===== src/rtl/npu_sram_pkg.sv =====
// Shared types and sizes for the NPU on-chip SRAM port arbiter.
package npu_sram_pkg;

  localparam int NUM_REQ_DEF = 4;
  localparam int ADDR_W      = 12;
  localparam int DATA_W      = 16;
  localparam int BE_W        = DATA_W / 8;

  typedef logic [$clog2(NUM_REQ_DEF)-1:0] req_id_t;

  typedef struct packed {
    logic [ADDR_W-1:0] addr;
    logic [BE_W-1:0]   be;
    logic [DATA_W-1:0] wdata;
    logic              write;
  } sram_cmd_t;

endpackage


===== src/rtl/npu_sram_port_arbiter_if.sv =====
// Requester-side bus of the SRAM port arbiter: packed per-requester Avalon-MM style signals.
interface npu_sram_port_arbiter_if
  import npu_sram_pkg::*;
#(
  parameter int NUM_REQ = NUM_REQ_DEF
);
  logic [NUM_REQ-1:0]        req_read;
  logic [NUM_REQ-1:0]        req_write;
  logic [NUM_REQ-1:0]        req_lock;
  logic [NUM_REQ*ADDR_W-1:0] req_address;
  logic [NUM_REQ*DATA_W-1:0] req_writedata;
  logic [NUM_REQ*BE_W-1:0]   req_byteenable;
  logic [NUM_REQ-1:0]        req_waitrequest;
  logic [DATA_W-1:0]         req_readdata;
  logic [NUM_REQ-1:0]        req_readdatavalid;

  modport master (
    output req_read, req_write, req_lock, req_address, req_writedata, req_byteenable,
    input  req_waitrequest, req_readdata, req_readdatavalid
  );

  modport slave (
    input  req_read, req_write, req_lock, req_address, req_writedata, req_byteenable,
    output req_waitrequest, req_readdata, req_readdatavalid
  );
endinterface


===== src/rtl/npu_rr_pick.sv =====
// Combinational round-robin pick: first set bit of pending searching upward from ptr+1.
module npu_rr_pick #(
  parameter  int N  = 4,
  localparam int IW = $clog2(N)
) (
  input  logic [N-1:0]  pending,
  input  logic [IW-1:0] ptr,
  output logic [N-1:0]  grant,
  output logic [IW-1:0] idx,
  output logic          any
);

  logic [IW-1:0] j;

  always_comb begin
    grant = '0;
    idx   = '0;
    any   = 1'b0;
    j     = '0;
    for (int k = 1; k <= N; k++) begin
      j = IW'((int'(ptr) + k) % N);
      if (!any && pending[j]) begin
        any      = 1'b1;
        grant[j] = 1'b1;
        idx      = j;
      end
    end
  end

endmodule


===== src/rtl/npu_sram_port_arbiter.sv =====
// Round-robin arbiter sharing one SRAM port between NUM_REQ masters, one transfer per clock.
// Optional macro SRAM_ARB_LOCK_EN lets an accepted winner hold the port through req_lock.
module npu_sram_port_arbiter
  import npu_sram_pkg::*;
#(
  parameter int NUM_REQ = NUM_REQ_DEF
) (
  input  logic                   clk,
  input  logic                   reset_n,
  npu_sram_port_arbiter_if.slave req,
  output logic [ADDR_W-1:0]      sram_address,
  output logic [BE_W-1:0]        sram_byteenable,
  output logic                   sram_chipselect,
  output logic                   sram_write,
  output logic [DATA_W-1:0]      sram_writedata,
  input  logic [DATA_W-1:0]      sram_readdata
);

  localparam int ID_W = $clog2(NUM_REQ);

  logic [NUM_REQ-1:0] pending;
  logic [NUM_REQ-1:0] eligible;
  logic [NUM_REQ-1:0] grant;
  logic [NUM_REQ-1:0] rdv;
  logic [ID_W-1:0]    ptr;
  logic [ID_W-1:0]    win_id;
  logic               win_any;
  sram_cmd_t          win_cmd;
  sram_cmd_t          cmd_q;
  logic               rd_v1, rd_v2;
  logic [ID_W-1:0]    rd_id1, rd_id2;

  assign pending = req.req_read | req.req_write;

`ifdef SRAM_ARB_LOCK_EN
  logic            lock_q;
  logic [ID_W-1:0] lock_id;

  // A lock holder that stops requesting releases the port in the same cycle.
  always_comb begin
    eligible = pending;
    if (lock_q && pending[lock_id]) begin
      eligible          = '0;
      eligible[lock_id] = 1'b1;
    end
  end

  always_ff @(posedge clk or negedge reset_n) begin
    if (!reset_n) begin
      lock_q  <= 1'b0;
      lock_id <= '0;
    end else if (win_any) begin
      lock_q  <= req.req_lock[win_id];
      lock_id <= win_id;
    end else begin
      lock_q  <= 1'b0;
    end
  end
`else
  logic unused_lock;
  assign unused_lock = ^req.req_lock;
  assign eligible    = pending;
`endif

  npu_rr_pick #(.N(NUM_REQ)) u_pick (
    .pending (eligible),
    .ptr     (ptr),
    .grant   (grant),
    .idx     (win_id),
    .any     (win_any)
  );

  always_comb begin
    win_cmd.addr  = req.req_address[int'(win_id)*ADDR_W +: ADDR_W];
    win_cmd.be    = req.req_byteenable[int'(win_id)*BE_W +: BE_W];
    win_cmd.wdata = req.req_writedata[int'(win_id)*DATA_W +: DATA_W];
    win_cmd.write = req.req_write[win_id];
  end

  always_ff @(posedge clk or negedge reset_n) begin
    if (!reset_n) begin
      ptr             <= ID_W'(NUM_REQ - 1);
      cmd_q           <= '0;
      sram_chipselect <= 1'b0;
    end else if (win_any) begin
      ptr             <= win_id;
      cmd_q           <= win_cmd;
      sram_chipselect <= 1'b1;
    end else begin
      cmd_q.write     <= 1'b0;
      sram_chipselect <= 1'b0;
    end
  end

  // Stage 1 follows the command register, stage 2 lines up with the SRAM's registered output.
  always_ff @(posedge clk or negedge reset_n) begin
    if (!reset_n) begin
      rd_v1  <= 1'b0;
      rd_v2  <= 1'b0;
      rd_id1 <= '0;
      rd_id2 <= '0;
    end else begin
      rd_v1  <= win_any && !win_cmd.write;
      rd_id1 <= win_id;
      rd_v2  <= rd_v1;
      rd_id2 <= rd_id1;
    end
  end

  always_comb begin
    rdv = '0;
    if (rd_v2) rdv[rd_id2] = 1'b1;
  end

  assign sram_address          = cmd_q.addr;
  assign sram_byteenable       = cmd_q.be;
  assign sram_writedata        = cmd_q.wdata;
  assign sram_write            = cmd_q.write;
  assign req.req_waitrequest   = reset_n ? ~grant : '1;
  assign req.req_readdata      = reset_n ? sram_readdata : '0;
  assign req.req_readdatavalid = rdv;

  rw_conflict: assert property (@(posedge clk) disable iff (!reset_n)
    (req.req_read & req.req_write) == '0);

endmodule


===== src/flat_wrapper.sv =====
// flat-port wrapper written by rule: the top's interface ports become plain ports
module npu_sram_port_arbiter_flat import npu_sram_pkg::*;
#(
  parameter int NUM_REQ = NUM_REQ_DEF
)
  (clk, reset_n, sram_address, sram_byteenable, sram_chipselect, sram_write, sram_writedata, sram_readdata, req_req_read, req_req_write, req_req_lock, req_req_address, req_req_writedata, req_req_byteenable, req_req_waitrequest, req_req_readdata, req_req_readdatavalid);
  npu_sram_port_arbiter_if #(.NUM_REQ(NUM_REQ)) req_i ();
  input  logic clk;
  input  logic reset_n;
  output logic [ADDR_W-1:0] sram_address;
  output logic [BE_W-1:0] sram_byteenable;
  output logic sram_chipselect;
  output logic sram_write;
  output logic [DATA_W-1:0] sram_writedata;
  input  logic [DATA_W-1:0] sram_readdata;
  input wire logic [$bits(req_i.req_read)-1:0] req_req_read;
  input wire logic [$bits(req_i.req_write)-1:0] req_req_write;
  input wire logic [$bits(req_i.req_lock)-1:0] req_req_lock;
  input wire logic [$bits(req_i.req_address)-1:0] req_req_address;
  input wire logic [$bits(req_i.req_writedata)-1:0] req_req_writedata;
  input wire logic [$bits(req_i.req_byteenable)-1:0] req_req_byteenable;
  output wire logic [$bits(req_i.req_waitrequest)-1:0] req_req_waitrequest;
  output wire logic [$bits(req_i.req_readdata)-1:0] req_req_readdata;
  output wire logic [$bits(req_i.req_readdatavalid)-1:0] req_req_readdatavalid;
  assign req_i.req_read = req_req_read;
  assign req_i.req_write = req_req_write;
  assign req_i.req_lock = req_req_lock;
  assign req_i.req_address = req_req_address;
  assign req_i.req_writedata = req_req_writedata;
  assign req_i.req_byteenable = req_req_byteenable;
  assign req_req_waitrequest = req_i.req_waitrequest;
  assign req_req_readdata = req_i.req_readdata;
  assign req_req_readdatavalid = req_i.req_readdatavalid;
  npu_sram_port_arbiter #(.NUM_REQ(NUM_REQ)) u_core (.clk(clk), .reset_n(reset_n), .req(req_i), .sram_address(sram_address), .sram_byteenable(sram_byteenable), .sram_chipselect(sram_chipselect), .sram_write(sram_write), .sram_writedata(sram_writedata), .sram_readdata(sram_readdata));
endmodule

===== config.mk =====
export PLATFORM = sky130hd
export DESIGN_NAME = npu_sram_port_arbiter_flat
export DESIGN_NICKNAME = d
export VERILOG_FILES = /design/src/rtl/npu_sram_pkg.sv /design/src/rtl/npu_sram_port_arbiter_if.sv /design/src/rtl/npu_rr_pick.sv /design/src/rtl/npu_sram_port_arbiter.sv /design/src/flat_wrapper.sv
export SDC_FILE = /design/constraint.sdc
export NUM_CORES = 1
export LEC_CHECK = 0
export BUFFER_PORTS_ARGS = -buffer_cell sky130_fd_sc_hd__buf_4
export CAP_MARGIN = 25
export CORE_MARGIN = 3
export CORE_UTILIZATION = 33
export CTS_CLUSTER_SIZE = 12
export DETAILED_ROUTE_END_ITERATION = 8
export PLACE_DENSITY = 0.67
export SLEW_MARGIN = 20
export SYNTH_ARGS = -nofsm -noshare
export SYNTH_HDL_FRONTEND = slang
export SYNTH_HIERARCHICAL = 1
export SYNTH_SLANG_ARGS = --single-unit

===== constraint.sdc =====
create_clock -name clk -period 6.3 [get_ports clk]
set_clock_uncertainty 0.15 [all_clocks]
set_input_delay 0.63 -clock clk [delete_from_list [all_inputs] [get_ports clk]]
set_output_delay 0.63 -clock clk [all_outputs]
set_load 0.02 [all_outputs]

# Yosys cells after proc, flatten, opt, wreduce, memory -nomap -nowiden
# Index checks and enable logic that the tools add are counted.
op_classes:
  n_addsub: 4
  n_mul: 1
  div_mod_pow: 0
  n_lt_le_gt_ge: 11
  eq_ne: 0
  shift: 3
  muxes: 37
  bitwise: 5
  n_reduce_logical: 13
op_table:
  columns: ["op", "n"]
  rows:
  - ["64-bit by 7-bit variable part select with 16-bit output", 1]
  - ["48-bit by 32-bit variable part select with 12-bit output", 1]
  - ["4-bit 2-to-1 mux", 6]
  - ["2-bit by 3-bit less-than comparator with 1-bit output, second input constant", 6]
  - ["1-bit 2-to-1 mux", 16]
  - ["16-bit 2-to-1 mux", 1]
  - ["4-bit bitwise OR", 4]
  - ["1-bit binary-select mux with 2-bit select", 5]
  - ["1-bit demux with 2-bit select", 5]
  - ["2-bit by 1-bit greater-or-equal comparator with 1-bit output, second input constant", 5]
  - ["1-bit logical AND", 9]
  - ["2-bit 2-to-1 mux", 4]
  - ["8-bit by 4-bit variable part select with 2-bit output", 1]
  - ["2-bit by 1-bit adder with 2-bit output, second input constant", 2]
  - ["2-bit adder, second input constant", 2]
  - ["1-bit zero test", 4]
  - ["2-bit by 2-bit multiplier with 4-bit output, second input constant", 1]
  - ["4-bit NOT", 1]
word_totals:
  register_bits: 40
  latch_bits: 0
  ram_bits: 0
  mem_bits_ro: 0
  inputBits: 150
  output_inout_bits: 56
  word_cells: 84
  mem_count: 0

# Logic depth before layout (Yosys ltp)
logic_depth:
  depth_word: 17
  mapped_depth: 12
  ltp_nobuf: 8

# Hierarchy
# The synthesis kept the hierarchy.
by_module_without_submodules:
  columns: ["module", "n_inst", "cells_per_inst", "area_each_um2", "seq_area_each_um2"]
  rows:
  - ["npu_sram_port_arbiter", 1, 215, 2387.3, 1003.5]
  - ["npu_rr_pick", 1, 68, 525.5, 0.0]

# Worst setup path after synthesis
# No wires, ideal clock.
synth_path:
  path_type: "input-to-reg"
  from: "input port req_req_read[0]"
  to: "register u_core.cmd_q (netlist bit u_core/sram_write)"
  setup_ns: 0.119
  arrival_time_ns: 2.798
  t_required_ns: 6.031
  setup_slack_ns: 3.233
  path_stages: 10
  n_path_buf: 2
  path_cell_list: "or2_2 buf_6 mux4_2 a21oi_2 nor3_1 nor2_2 o31a_1 buf_6 mux4_2 and2_1"
synth_between:
  elab_chain_len: 16
  elab_cells_between_ends: 26
  classes_between: "mux: 19; bitwise: 1; reduce/logical: 6"
synth_rtl:
  columns: ["element", "line", "text"]
  rows:
  - ["start, declared", "flat_wrapper.sv:16", "input wire logic [$bits(req_i.req_read)-1:0] req_req_read;"]
  - ["4-bit bitwise OR (*)", "npu_sram_port_arbiter.sv:33", "assign pending = req.req_read | req.req_write;"]
  - ["1-bit binary-select mux with 2-bit select", "npu_rr_pick.sv:22", "if (!any && pending[j]) begin"]
  - ["1-bit 2-to-1 mux (implied by the code)", "npu_rr_pick.sv:22", null]
  - ["1-bit 2-to-1 mux", "npu_rr_pick.sv:22", null]
  - ["1-bit zero test", "npu_rr_pick.sv:22", null]
  - ["1-bit logical AND", "npu_rr_pick.sv:22", null]
  - ["1-bit 2-to-1 mux", "npu_rr_pick.sv:22", null]
  - ["1-bit zero test", "npu_rr_pick.sv:22", null]
  - ["1-bit logical AND", "npu_rr_pick.sv:22", null]
  - ["1-bit 2-to-1 mux", "npu_rr_pick.sv:22", null]
  - ["1-bit zero test", "npu_rr_pick.sv:22", null]
  - ["1-bit logical AND", "npu_rr_pick.sv:22", null]
  - ["2-bit 2-to-1 mux (*)", "npu_rr_pick.sv:22", null]
  - ["named net u_core.win_id[0]", "npu_sram_port_arbiter.sv:26", "logic [ID_W-1:0] win_id;"]
  - ["1-bit binary-select mux with 2-bit select (*)", "npu_sram_port_arbiter.sv:77", "win_cmd.write = req.req_write[win_id];"]
  - ["1-bit 2-to-1 mux (implied by the code) (*)", "npu_sram_port_arbiter.sv:77", null]
  - ["1-bit 2-to-1 mux (*)", "npu_sram_port_arbiter.sv:85", "end else if (win_any) begin"]
  - ["end signal, assigned", "npu_sram_port_arbiter.sv:87", "cmd_q <= win_cmd;"]
  - ["end, declared", "npu_sram_port_arbiter.sv:29", "sram_cmd_t cmd_q;"]
# The timed path passes the listed nets; every way through them passes the cells marked *. The select of a mux whose other input is x is not followed.
# A chain may end at the register's enable or synchronous reset.

# Worst setup path after layout
layout_path:
  from: "input port req_req_read[0]"
  to: "register u_core.cmd_q (netlist bit u_core/sram_writedata[9])"
layout_between:
  elab_chain_len: 14
  elab_cells_between_ends: 24
  classes_between: "shift: 1; mux: 16; bitwise: 1; reduce/logical: 6"
layout_rtl:
  columns: ["element", "line", "text"]
  rows:
  - ["4-bit bitwise OR (*)", "npu_sram_port_arbiter.sv:33", null]
  - ["named net u_core.eligible[0]", "npu_sram_port_arbiter.sv:22", "logic [NUM_REQ-1:0] eligible;"]
  - ["1-bit binary-select mux with 2-bit select", "npu_rr_pick.sv:22", null]
  - ["1-bit 2-to-1 mux (implied by the code)", "npu_rr_pick.sv:22", null]
  - ["1-bit 2-to-1 mux", "npu_rr_pick.sv:22", null]
  - ["1-bit zero test", "npu_rr_pick.sv:22", null]
  - ["1-bit logical AND", "npu_rr_pick.sv:22", null]
  - ["1-bit 2-to-1 mux", "npu_rr_pick.sv:22", null]
  - ["1-bit zero test", "npu_rr_pick.sv:22", null]
  - ["1-bit logical AND", "npu_rr_pick.sv:22", null]
  - ["1-bit 2-to-1 mux", "npu_rr_pick.sv:22", null]
  - ["1-bit zero test", "npu_rr_pick.sv:22", null]
  - ["1-bit logical AND", "npu_rr_pick.sv:22", null]
  - ["2-bit 2-to-1 mux (*)", "npu_rr_pick.sv:22", null]
  - ["named net u_core.win_id[0]", "npu_sram_port_arbiter.sv:26", null]
  - ["64-bit by 7-bit variable part select with 16-bit output (*)", "npu_sram_port_arbiter.sv:76", "win_cmd.wdata = req.req_writedata[int'(win_id)*DATA_W +: DATA_W];"]
# Marks and branches as above.

==> results by group <==
Die
  – IO Pins: 206
  – Cell Rows: 33
  – Chip Width: 99.95 um
  – Core Area: 8382 um^2
  – Die area: 9990 um^2
  – Starting density of the core: 0.3475
  – Die Y: 99.95 um

Synthesis
  – Post-synthesis async set-or-reset flop share: 1.000
  – Synthesized-area fraction occupied by and/or/nand/nor cells: 0.1675
  – Complex-gate fraction of the synthesized area: 0.1594
  – #FFs+latches synth: 40
  – Mapped Avg Cell Area: 10.29 um^2
  – YS warnings: 6
  – Largest family of logic cells by synthesized area: multiplexers
  – Sequential share of the synthesized area: 0.3445
  – EDFF count, synth: 0
  – Cell count after synthesis: 283
  – Syn_nets: 441
  – Mux share of post-synthesis cell area: 0.2401
  – XOR/XNOR Fraction of Synth Area: 0
  – Ys flop type: dfrtp_1
  – Post-Synth Adder-Cell Area: 0.03436
  – Distinct cells, synth: 41
  – Synth Cell Area: 2913 um^2

STA
  – Fin. Hold Viols: 0
  – Max_slew headroom: 0.5114
  – Final WS setup: 2516 ps
  – Unrepaired setup endpoints after global routing: no
  – Final Cycle Share: 0.6007
  – Setup TNS: 0 ps
  – Final Critical Period: 3784 ps
  – Max Slew Vio Count: 0
  – Fmax: 0.2643 GHz
  – Slew @ Worst Pin: 732.9 ps
  – Final setup vio count: 0

Clocking
  – CTS tree: done
  – CTS root buf: clkbuf_8
  – Cts repair resizes: 0
  – Post-CTS setup buffer count: 0
  – Worst-path clk slew: 90 ps
  – Inserted Clock Buffers: 5
  – # hold bufs at CTS: 0
  – Max Root-Sink Buffers: 2
  – Sink Count: 40
  – H-Tree Depth: 2
  – Clk Latency, worst-skew pair: 280 ps

Power and ir drop
  – Sequential Power Share: 0.216
  – LEAKAGE: 2.287 nW
  – Psw: 1.043 mW
  – Sw Share: 0.4525
  – Combinational share of power: 0.688
  – Pwr per Cell Area: 503.6 nW/um^2
  – Clock power share: 0.096
  – Peak VDD IR: 347.8 uV
  – Internal Power: 1.261 mW

Setup path
  – Crit. End Element: flip-flop
  – Critical path, cell by cell: buf_4, or2_2, mux4_2, a21oi_2, nor3_1, nor2_2, o31a_2, buf_4, mux2i_1, o221ai_1
  – CP max stage delay: 670 ps
  – Worst EP required: 6310 ps
  – Setup CP Type: input pin to flip-flop
  – Worst path most repeated cell: buf_4
  – Critical path fanouts, max: 45
  – Highest-delay cell along the critical path: buf_4
  – Number of buffer and inverter stages on the critical path: 2
  – CP Data Arrival Time: 3800 ps
  – Startpoint Class: input pin
  – Cell family with most CP delay: multiplexers

Routing
  – Post-route ant nets: 0
  – TritonRoute pass-1 iters: 4
  – Routed WL per cell: 15.94 um
  – Routed vias: 2933
  – DRT Wirelength: 9231 um
  – Vias per inst: 5.066
  – 1st-iter DRT viols: 70
  – Residual DRC: 0

Finish
  – Antenna diodes: 0
  – Nets: 631
  – Register area: 1003 um^2
  – Share of cells above drive strength 1: 0.4852
  – Filler cell count: 776
  – Area of the multi-input gates: 1753 um^2
  – Area Overhead vs Synth: 57.04%

Global routing
  – First-pass GRT wire length: 14660 um
  – Initial antenna violation count: 0
  – Vias in the first global route: 3075
  – GR Util All Layers: 0.1796
  – Pin count of the biggest net entering global routing: 61
  – Total gr overflow: 0

Placed design
  – HPWL Detailed: 7044 um
  – Placement Setup Slack: 2153 ps
  – Buffers added on ports: 201
  – Final GP Congestion: 0.8174

Run
  – Max-cap violations: 0

Min path
  – Hold/Removal Path Class: flip-flop to flip-flop

Outcome
  – Run status: completed
## power by group through the flow
stage	registers [mW]	logic (mW)	clock network (mW)
3_5_place_dp	0.503	1.61	0
4_1_cts	0.500	1.61	0.229
3_3_place_gp	0.497	1.58	0
6_report	0.497	1.59	0.220
2_1_floorplan	0.609	1.06	0
5_1_grt	0.520	1.71	0.241
## cell families (layout without fill, tap and decap cells)
logic type / Yosys count / after routing
simple gates: 87 / 87
flops: 40 / 40
mux: 66 / 66
buf+inv: 27 / 218
compound gates: 55 / 55
fa+ha+maj: 8 / 8
## final timing paths
kind	cells past startpoint	slack [ps]	to	start
max reg2reg	8	2540	u_core/sram_writedata[9]$_DFFE_PN0P_	u_core/ptr[0]$_DFFE_PN1P_
min	0	200	u_core/rd_id2[1]$_DFF_PN0_	u_core/rd_id1[1]$_DFF_PN0_
max in group asynchronous	1	5340	u_core/sram_writedata[4]$_DFFE_PN0P_	reset_n
min reg2reg	0	200	u_core/rd_id2[1]$_DFF_PN0_	u_core/rd_id1[1]$_DFF_PN0_
max	10	2520	u_core/sram_writedata[9]$_DFFE_PN0P_	req_req_read[0]
min in group asynchronous	1	210	u_core/sram_byteenable[1]$_DFFE_PN0P_	reset_n
## layout make-up
class | instances | share of cell area
clock buffers | 6 | 0.01805
flip-flops and latches | 40 | 0.2194
repair buffers | 205 | 0.3381
clock inverters | 2 | 0.008479
inverters | 5 | 0.004103
multi-input cells | 216 | 0.3832
well taps | 105 | 0.02872
## placed cells by master, fill, tap and decap left out, types with 4 or more instances in the layout
cell / netlist / final
nor2_1: 6 / 6
buf_4: 7 / 204
or2_2: 4 / 4
ha_1: 8 / 8
nand2b_1: 32 / 32
mux2i_1: 62 / 62
inv_1: 4 / 4
dfrtp_1: 38 / 38
clkbuf_8: 0 / 6
nand2_1: 18 / 18
and2_1: 17 / 17
o221ai_1: 30 / 30
a221o_1: 4 / 4
o21ai_1: 5 / 5
## flip-flops by register name, indices dropped and copies added (netlist names)
| register | count |
|---|---|
| u_core/sram_chipselect | 1 |
| u_core/rd_v1 | 1 |
| u_core/rd_id2 | 2 |
| u_core/sram_address | 12 |
| u_core/sram_byteenable | 2 |
| u_core/sram_writedata | 16 |
| u_core/rd_id1 | 2 |
| u_core/rd_v2 | 1 |
| u_core/sram_write | 1 |
| u_core/ptr | 2 |
## worst register-to-register path: cells and delay by family (launching register included)
family	cells	cell delay (ps)
flip-flops	1	740
AO/OA/AOI/OAI	3	850
AND/OR/NAND/NOR	2	150
multiplexers	2	1070
buffers and inverters	1	680
## per-layer routing
metal / global-route usage / vias to the layer above / wire length (um)
li1: - / 1423 / -
met1: 0.2155 / 1363 / 3622
met2: 0.3140 / 136 / 4671
met3: 0.04795 / 11 / 805
met4: 0.05357 / 0 / 131
met5: 0 / - / 0
## metrics by stage
stage / area, um^2 / instances / power, mW / utilization / hold slack (ps)
6_report: 4574 / 579 / 2.304 / 0.5458 / 199.6
5_1_grt: 4574 / 579 / 2.474 / 0.5458 / 215.7
4_1_cts: 4559 / 578 / 2.335 / 0.5440 / 203.1
3_5_place_dp: 4438 / 570 / 2.111 / 0.5295 / 185.5
3_3_place_gp: 4438 / 570 / 2.076 / 0.5295 / 183.6
2_1_floorplan: 2913 / 283 / 1.668 / - / 181.2
## Yosys cell counts (3+ instances only)
library cell,count,area [um^2]
or2_2,4,25.02
o21ai_0,3,15.01
o21ai_1,5,25.02
nand2b_1,32,200.2
nand2_1,18,67.56
a221o_1,4,40.04
inv_1,4,15.01
mux2i_1,62,620.6
buf_4,7,52.55
dfrtp_1,38,950.9
nor2_1,6,22.52
and2_1,17,106.4
o221ai_1,30,262.8
ha_1,8,100.1
buf_6,4,45.04
clkbuf_1,11,41.29
Power figures use the tool's default switching activity.
